--- src/rtl/bus_arbiter_if.sv ---
// Pi transaction handshake and SRAM/IO bus pins shared by the arbiter.
// The slave modport is the arbiter side; master is the SPI bridge + SRAM pin side.
interface bus_arbiter_if #(
    parameter int ADDR_WIDTH = 17,
    parameter int DATA_WIDTH = 8
);
    logic                  pi_req;
    logic                  pi_rw;
    logic [ADDR_WIDTH-1:0] pi_addr;
    logic [DATA_WIDTH-1:0] pi_wdata;
    logic                  pi_ack;
    logic [DATA_WIDTH-1:0] pi_rdata;
    logic                  pi_err;

    logic [ADDR_WIDTH-1:0] ram_addr;
    logic [DATA_WIDTH-1:0] ram_din;
    logic [DATA_WIDTH-1:0] ram_dout;
    logic                  ram_dout_oe;
    logic                  ram_oe_n;
    logic                  ram_we_n;

    modport master (
        output pi_req, pi_rw, pi_addr, pi_wdata, ram_din,
        input  pi_ack, pi_rdata, pi_err, ram_addr, ram_dout, ram_dout_oe, ram_oe_n, ram_we_n
    );

    modport slave (
        input  pi_req, pi_rw, pi_addr, pi_wdata, ram_din,
        output pi_ack, pi_rdata, pi_err, ram_addr, ram_dout, ram_dout_oe, ram_oe_n, ram_we_n
    );
endinterface

--- src/rtl/bus_arbiter.sv ---
// Shares the SRAM/IO bus between the Pi (one latched transaction per full Pi slot) and the 6502.
// Optional pending-request abort is enabled with `define BUS_ARBITER_TIMEOUT_EN.
module bus_arbiter #(
    parameter int ADDR_WIDTH     = 17,
    parameter int DATA_WIDTH     = 8,
    parameter int TIMEOUT_CYCLES = 64
) (
    input  logic                  clk16,
    input  logic                  reset_n,
    input  logic                  pi_select,
    input  logic                  pi_strobe,
    input  logic                  cpu_select,
    input  logic                  cpu_strobe,
    input  logic [15:0]           cpu_addr,
    input  logic                  cpu_rw,
    input  logic [DATA_WIDTH-1:0] cpu_wdata,
    output logic                  bus_conflict,
    bus_arbiter_if.slave          bus
);
    localparam logic [1:0] IDLE    = 2'd0;
    localparam logic [1:0] PENDING = 2'd1;
    localparam logic [1:0] ACTIVE  = 2'd2;
    localparam logic [1:0] DONE    = 2'd3;

    logic [1:0]            state;
    logic                  pi_sel_q;
    logic                  rise;
    logic                  fall;
    logic                  rw_q;
    logic [ADDR_WIDTH-1:0] addr_q;
    logic [DATA_WIDTH-1:0] wdata_q;
    logic [ADDR_WIDTH-1:0] hold_addr;

    assign rise = pi_select & ~pi_sel_q;
    assign fall = ~pi_select & pi_sel_q;

`ifdef BUS_ARBITER_TIMEOUT_EN
    localparam int CNT_WIDTH = $clog2(TIMEOUT_CYCLES + 1);

    logic [CNT_WIDTH-1:0] wait_cnt;
    logic                 expired;
    logic                 err_q;

    assign expired = (wait_cnt == CNT_WIDTH'(TIMEOUT_CYCLES - 1));

    always_ff @(posedge clk16 or negedge reset_n) begin
        if (!reset_n) begin
            wait_cnt <= '0;
            err_q    <= 1'b0;
        end else begin
            wait_cnt <= (state == PENDING && !rise) ? wait_cnt + 1'b1 : '0;
            if (state == PENDING && !rise && expired)
                err_q <= 1'b1;
            else if (state == IDLE)
                err_q <= 1'b0;
        end
    end

    assign bus.pi_err = (state == DONE) & err_q;
`else
    logic unused_timeout;
    assign unused_timeout = ^TIMEOUT_CYCLES;
    assign bus.pi_err     = 1'b0;
`endif

    // NOTE: all state here is written with <= so every register samples pre-edge values.
    always_ff @(posedge clk16 or negedge reset_n) begin
        if (!reset_n) begin
            state        <= IDLE;
            pi_sel_q     <= 1'b0;
            rw_q         <= 1'b0;
            addr_q       <= '0;
            wdata_q      <= '0;
            hold_addr    <= '0;
            bus.pi_rdata <= '0;
            bus_conflict <= 1'b0;
        end else begin
            pi_sel_q  <= pi_select;
            hold_addr <= bus.ram_addr;
            if (pi_select && cpu_select)
                bus_conflict <= 1'b1;

            case (state)
                IDLE: begin
                    if (bus.pi_req) begin
                        rw_q    <= bus.pi_rw;
                        addr_q  <= bus.pi_addr;
                        wdata_q <= bus.pi_wdata;
                        state   <= PENDING;
                    end
                end
                PENDING: begin
                    // Only a fresh rise starts the access, so a partial slot is never used.
                    if (rise)
                        state <= ACTIVE;
`ifdef BUS_ARBITER_TIMEOUT_EN
                    else if (expired)
                        state <= DONE;
`endif
                end
                ACTIVE: begin
                    if (rw_q && pi_strobe)
                        bus.pi_rdata <= bus.ram_din;
                    if (fall)
                        state <= DONE;
                end
                default: state <= IDLE;
            endcase
        end
    end

    assign bus.pi_ack = (state == DONE);

    // NOTE: every output gets a default first, so no path through this block infers a latch.
    always_comb begin
        bus.ram_addr    = hold_addr;
        bus.ram_dout    = '0;
        bus.ram_dout_oe = 1'b0;
        bus.ram_oe_n    = 1'b1;
        bus.ram_we_n    = 1'b1;
        if (state == ACTIVE) begin
            bus.ram_addr = addr_q;
            if (rw_q) begin
                bus.ram_oe_n = 1'b0;
            end else begin
                bus.ram_dout    = wdata_q;
                bus.ram_dout_oe = 1'b1;
                bus.ram_we_n    = ~pi_strobe;
            end
        end else if (cpu_select) begin
            bus.ram_addr = ADDR_WIDTH'(cpu_addr);
            bus.ram_oe_n = ~cpu_rw;
            if (!cpu_rw) begin
                bus.ram_dout    = cpu_wdata;
                bus.ram_dout_oe = 1'b1;
                bus.ram_we_n    = ~cpu_strobe;
            end
        end
    end
endmodule

--- src/flat_wrapper.sv ---
// flat-port wrapper written by rule: the top's interface ports become plain ports
module bus_arbiter_flat 
#(
    parameter int ADDR_WIDTH     = 17,
    parameter int DATA_WIDTH     = 8,
    parameter int TIMEOUT_CYCLES = 64
)
  (clk16, reset_n, pi_select, pi_strobe, cpu_select, cpu_strobe, cpu_addr, cpu_rw, cpu_wdata, bus_conflict, bus_pi_req, bus_pi_rw, bus_pi_addr, bus_pi_wdata, bus_ram_din, bus_pi_ack, bus_pi_rdata, bus_pi_err, bus_ram_addr, bus_ram_dout, bus_ram_dout_oe, bus_ram_oe_n, bus_ram_we_n);
  bus_arbiter_if #(.ADDR_WIDTH(ADDR_WIDTH), .DATA_WIDTH(DATA_WIDTH)) bus_i ();
  input  logic clk16;
  input  logic reset_n;
  input  logic pi_select;
  input  logic pi_strobe;
  input  logic cpu_select;
  input  logic cpu_strobe;
  input  logic [15:0] cpu_addr;
  input  logic cpu_rw;
  input  logic [DATA_WIDTH-1:0] cpu_wdata;
  output logic bus_conflict;
  input wire logic [$bits(bus_i.pi_req)-1:0] bus_pi_req;
  input wire logic [$bits(bus_i.pi_rw)-1:0] bus_pi_rw;
  input wire logic [$bits(bus_i.pi_addr)-1:0] bus_pi_addr;
  input wire logic [$bits(bus_i.pi_wdata)-1:0] bus_pi_wdata;
  input wire logic [$bits(bus_i.ram_din)-1:0] bus_ram_din;
  output wire logic [$bits(bus_i.pi_ack)-1:0] bus_pi_ack;
  output wire logic [$bits(bus_i.pi_rdata)-1:0] bus_pi_rdata;
  output wire logic [$bits(bus_i.pi_err)-1:0] bus_pi_err;
  output wire logic [$bits(bus_i.ram_addr)-1:0] bus_ram_addr;
  output wire logic [$bits(bus_i.ram_dout)-1:0] bus_ram_dout;
  output wire logic [$bits(bus_i.ram_dout_oe)-1:0] bus_ram_dout_oe;
  output wire logic [$bits(bus_i.ram_oe_n)-1:0] bus_ram_oe_n;
  output wire logic [$bits(bus_i.ram_we_n)-1:0] bus_ram_we_n;
  assign bus_i.pi_req = bus_pi_req;
  assign bus_i.pi_rw = bus_pi_rw;
  assign bus_i.pi_addr = bus_pi_addr;
  assign bus_i.pi_wdata = bus_pi_wdata;
  assign bus_i.ram_din = bus_ram_din;
  assign bus_pi_ack = bus_i.pi_ack;
  assign bus_pi_rdata = bus_i.pi_rdata;
  assign bus_pi_err = bus_i.pi_err;
  assign bus_ram_addr = bus_i.ram_addr;
  assign bus_ram_dout = bus_i.ram_dout;
  assign bus_ram_dout_oe = bus_i.ram_dout_oe;
  assign bus_ram_oe_n = bus_i.ram_oe_n;
  assign bus_ram_we_n = bus_i.ram_we_n;
  bus_arbiter #(.ADDR_WIDTH(ADDR_WIDTH), .DATA_WIDTH(DATA_WIDTH), .TIMEOUT_CYCLES(TIMEOUT_CYCLES)) u_core (.clk16(clk16), .reset_n(reset_n), .pi_select(pi_select), .pi_strobe(pi_strobe), .cpu_select(cpu_select), .cpu_strobe(cpu_strobe), .cpu_addr(cpu_addr), .cpu_rw(cpu_rw), .cpu_wdata(cpu_wdata), .bus_conflict(bus_conflict), .bus(bus_i));
endmodule
--- config.mk ---
export PLATFORM = sky130hd
export DESIGN_NAME = bus_arbiter_flat
export DESIGN_NICKNAME = d
export VERILOG_FILES = /design/src/rtl/bus_arbiter_if.sv /design/src/rtl/bus_arbiter.sv /design/src/flat_wrapper.sv
export SDC_FILE = /design/constraint.sdc
export NUM_CORES = 1
export LEC_CHECK = 0
export CAP_MARGIN = 20
export CORE_ASPECT_RATIO = 0.5
export CORE_MARGIN = 1.5
export CORE_UTILIZATION = 33
export DETAILED_ROUTE_END_ITERATION = 16
export HOLD_SLACK_MARGIN = 0.02
export PLACE_DENSITY = 0.69
export SLEW_MARGIN = 20
export SYNTH_ARGS = -nofsm -noshare
export SYNTH_HDL_FRONTEND = slang
export SYNTH_SLANG_ARGS = --single-unit
--- constraint.sdc ---
create_clock -name clk16 -period 2.7 [get_ports clk16]
set_input_delay 0.27 -clock clk16 [delete_from_list [all_inputs] [get_ports clk16]]
set_output_delay 0.27 -clock clk16 [all_outputs]
set_load 0.01 [all_outputs]
== Word level (Yosys, flattened, before mapping) ==
Index checks and enable logic that the tools add are counted.
Operators by class
  multiplexer cells: 20
  bitwise gates (word level): 7
  reductions and logical operators: 6
  equality and inequality tests: 6
Operators by type and width (number)
  two-way mux 17 bit: 2
  two-way mux 8 bit: 4
  two-way mux 1 bit: 10
  two-way mux 2 bit: 3
  one-hot mux 2 bit (3 select lines): 1
  inverter 1 bit: 5
  equality test 2 bit (second input constant): 2
  != test 2 x 1 -> 1 bit (second input constant): 2
  AND reduction 2 bit: 2
  AND reduction 3 bit: 1
  bitwise AND 1 bit: 2
  equality test 2 x 1 -> 1 bit (second input constant): 1
  logical AND 1 bit: 2
  zero test 2 bit: 1
  != test 2 bit (second input constant): 1
Storage, ports and cells
  output and inout bits: 39
  input bits: 66
  flip-flop bits (word level): 55
  word-level logic and storage cells: 47

== Depth between registers and ports, before layout ==
Gate-level depths: netlist (run 1).
  word-level depth: 4
  depth in mapped cells: 6
  gate-level depth less buffers: 5

== Worst setup path before layout (run 1) ==
OpenSTA, ideal clock, no wires.
  path kind: flip-flop to output port
  from: register u_core.state[0]
  to: output bus_ram_dout[0]
  arrival time: 1355 ps
  buffers on the path: 1
  stages on the path, launching flop included: 6
  slack: 1075 ps
  required time: 2430 ps
  path through: dfrtp_1 -> inv_1 -> ha_1 -> buf_6 -> nor3b_4 -> a22o_1
On the way
  cells in the longest elaborated chain, start to end: 2
Ends and longest elaborated chain
  start: declaration: RTL line bus_arbiter.sv:25  | logic [1:0] state;
  start signal: assignment: RTL line bus_arbiter.sv:69  | state <= IDLE;
  start signal: assignment: RTL line bus_arbiter.sv:89  | state <= PENDING;
  start signal: assignment: RTL line bus_arbiter.sv:95  | state <= ACTIVE;
  equality test 2 bit: RTL line bus_arbiter.sv:121  | if (state == ACTIVE) begin
  two-way mux 8 bit: RTL line bus_arbiter.sv:121
  end: declaration: RTL line flat_wrapper.sv:29  | output wire logic [$bits(bus_i.ram_dout)-1:0] bus_ram_dout;
No other way between the ends.

== Worst setup path in the final report (run 1) ==
  from: register u_core.state[0]
  to: output bus_ram_dout[7]
The elaborated chain is that of the path after synthesis.

==> results of run 1 <==
[path summary, 6_finish.rpt]
| check | startpoint | end | slack (ns) | depth (start not counted) |
|---|---|---|---|---|
| min reg2reg | u_core.bus_conflict | u_core.bus_conflict | 0.48 | 1 |
| min | reset_n | u_core.hold_addr[6] | 0.04 | 1 |
| max in group asynchronous | reset_n | u_core.bus.pi_rdata[7] | 2.01 | 2 |
| min in group clk16 | u_core.bus_conflict | u_core.bus_conflict | 0.48 | 1 |
| max | u_core.state[0] | bus_ram_dout[7] | 0.19 | 7 |
| max reg2reg | u_core.state[0] | u_core.wdata_q[1] | 0.94 | 4 |
[layout make-up]
type	count	area share [%]
Sequential cell	55	36.6
Timing Repair Buffer	111	28.9
Clock buffer	6	3.70
Clock inverter	2	0.533
Inverter	3	0.300
Multi-Input combinational cell	114	26.9
Tap cell	92	3.06
[per-layer routing]
layer  track usage, %  vias up
li1                 -      862
met1             18.3      876
met2             27.7       36
met3             3.18        2
met4             2.56        0
met5                0        -
[Yosys cell counts]
cell type	n
or2_1	1
mux2_2	6
buf_4	3
nand2_2	1
o21bai_1	1
nand2b_1	2
a22o_1	9
inv_1	3
buf_2	2
o21ai_1	2
nand2_1	16
mux2_1	20
dfrtp_1	55
and2_4	1
a22oi_2	1
mux2_4	9
nand2_4	1
clkbuf_1	3
a31oi_1	1
buf_6	1
ha_1	5
nor3b_4	1
o2111ai_2	1
o21ai_0	14
conb_1	1
a22oi_1	1
a21o_1	1
mux2i_1	17
nor2_1	2
[power groups by stage]
stage               logic (mW)  registers, mW  clock network, mW
floorplan                0.972           1.41                  0
global placement          1.79           1.41                  0
detailed placement        1.85           1.43                  0
CTS                       1.86           1.42              0.684
global route              1.99           1.47              0.719
finish                    1.83           1.42              0.660
[stage by stage]
stage	util [%]	power, mW
finish	54.2	3.91
global route	54.2	4.18
CTS	54.0	3.96
detailed placement	51.7	3.29
global placement	51.7	3.21
floorplan	-	2.38
[worst max-delay path: stages, from the launching register on]
cell and delay (ns):
dfrtp_1 0.42, inv_1 0.11, ha_1 0.20, inv_1 0.09, nor2_1 0.28, buf_4 0.21
a22o_1 0.12, clkdlybuf4s50_1 0.52
[cell families after synthesis]
logic type	synth area share (%)
DFF	56.1
muxes	24.4
AOI/OAI and AO/OA	8.77
and+or+nand+nor	5.35
buffers and inverters	2.70
adders and majority gates	2.55
other	0.153
[flip-flops by register name (all words and copies together) (netlist names)]
| signal | flops |
|---|---|
| u_core.hold_addr | 17 |
| u_core.addr_q | 17 |
| u_core.pi_sel_q | 1 |
| u_core.rw_q | 1 |
| u_core.bus_conflict | 1 |
| u_core.state | 2 |
| u_core.bus.pi_rdata | 8 |
| u_core.wdata_q | 8 |
==> results.yml, run 1 <==
placed_design:
  gp_congestion: 0.735
  port_buffers: 103
  post-place-cells: 373
  dpl-instance-area_um2: 3580
  pre_cts_ws_ns: 0.339
  dp_hpwl_mm: 4.42
grt:
  grt_max_degree: 35
  track_usage_pct: 14.9
  antenna_found_initial: 0
  grt-ovfl-total: 0
  grt_pass1_wl_mm: 9.54
  first_global_vias: 1885
timing:
  slew-limit-headroom_pct: 50.6
  min_period_over_period_pct: 93.1
  hold_violations: 0
  max_freq_mhz: 398
  fin_skew_ns: 0.00626
  fin_ws_ns: 0.186
  setup_viol: 0
  worstMarginPinSlew_ns: 0.741
  whs_ns: 0.0413
  timing.final.crit_period_ns: 2.51
  rsz0062_at_grt: "no"
  slew_viol_final: 0
  setup_tns_ns: 0
synthesis:
  synth.ff_latch_count: 55
  syn_area_um2: 2450
  avgSynthCellArea_um2: 13.6
  synth_cell_types: 29
  synth_top_area_cell: "dfrtp_1"
  synth_area_leaders: "dfrtp_1 (56%), mux2_1 (9.2%), mux2i_1 (6.9%), mux2_4 (5.5%), a22o_1 (3.2%)"
  yosysWarnings: 0
  netlist.area_leader.share_pct: 56.1
  syn_inst: 181
  yosysSeqAreaShare_pct: 56.1
  synthesis.nets: 252
die:
  rows: 21
  coreArea_um2: 6940
  die_h_um: 64.0
  die_w_um: 125
  start_util_pct: 35.4
  die_area_um2: 7990
  num_io_pins: 105
power_and_ir_drop:
  p_comb_share_pct: 46.8
  cellLeakagePower_nw: 1.64
  power-per-cell-area_nw_per_um2: 1040
  p_clk_share_pct: 16.9
  ir_worst_vdd_uv: 455
  p_switching_mw: 1.24
  swShare_pct: 31.8
  internal_power_mw: 2.67
  p_seq_share_pct: 36.3
route:
  routed_wl_mm: 5.68
  dr.first_iter.drc_count: 61
  wl_met3_um: 194
  drtAntennaViolNets: 0
  viasPerCell: 4.64
  wl_met2_mm: 3.09
  first_pass_iters: 4
  drc: 0
  routed.top_layer: "met4"
  vias: 1776
  wl_met1_mm: 2.37
  routedWlPerCell_um: 14.8
clocking:
  worstSkewPairLatency_ns: 0.29
  clk_pin_slew_ns: 0.07
  cts_setup_buffers: 0
  clock-root-buffer: "clkbuf_16"
  htreeDepth: 2
  cts.sinks: 55
  hold_buffers: 0
  cts_tree: "built"
  cts_buffers: 5
  cts_resized: 0
  cts.path.max_buffers: 2
final_layout:
  fin_area_um2: 3760
  syn2layout_area_growth_pct: 53.2
  seqCellArea_um2: 1380
  layout_commonest_cell: "clkdlybuf4s50_1"
  layout_common_cells: "clkdlybuf4s50_1 (102), dfrtp_1 (55), mux2_1 (20)"
  post_layout_nonfiller_instances: 383
  multi_input_area_um2: 1010
  fillCellCount: 590
  n_antenna_cell: 0
  drive_gt1_share_pct: 13.1
  nets: 361
min_path:
  hp-class: "in -> async"
job:
  maxCapViolations: 0
worst_setup_path:
  end_kind: "output pin"
  worstPathArrival_ns: 2.24
  cp.required_ns: 2.43
  start_kind: "register"
  crit_fanout: 7
  critPathKind: "reg -> out"
run_status:
  status: "complete, no violations"
Power figures use the tool's default switching activity.
==> run 2, diff against run 1 <==
CAP_MARGIN = 5   (was 20)
==> results of run 2 <==
The final DEF is identical to that of run 1; final timing and power are the same.
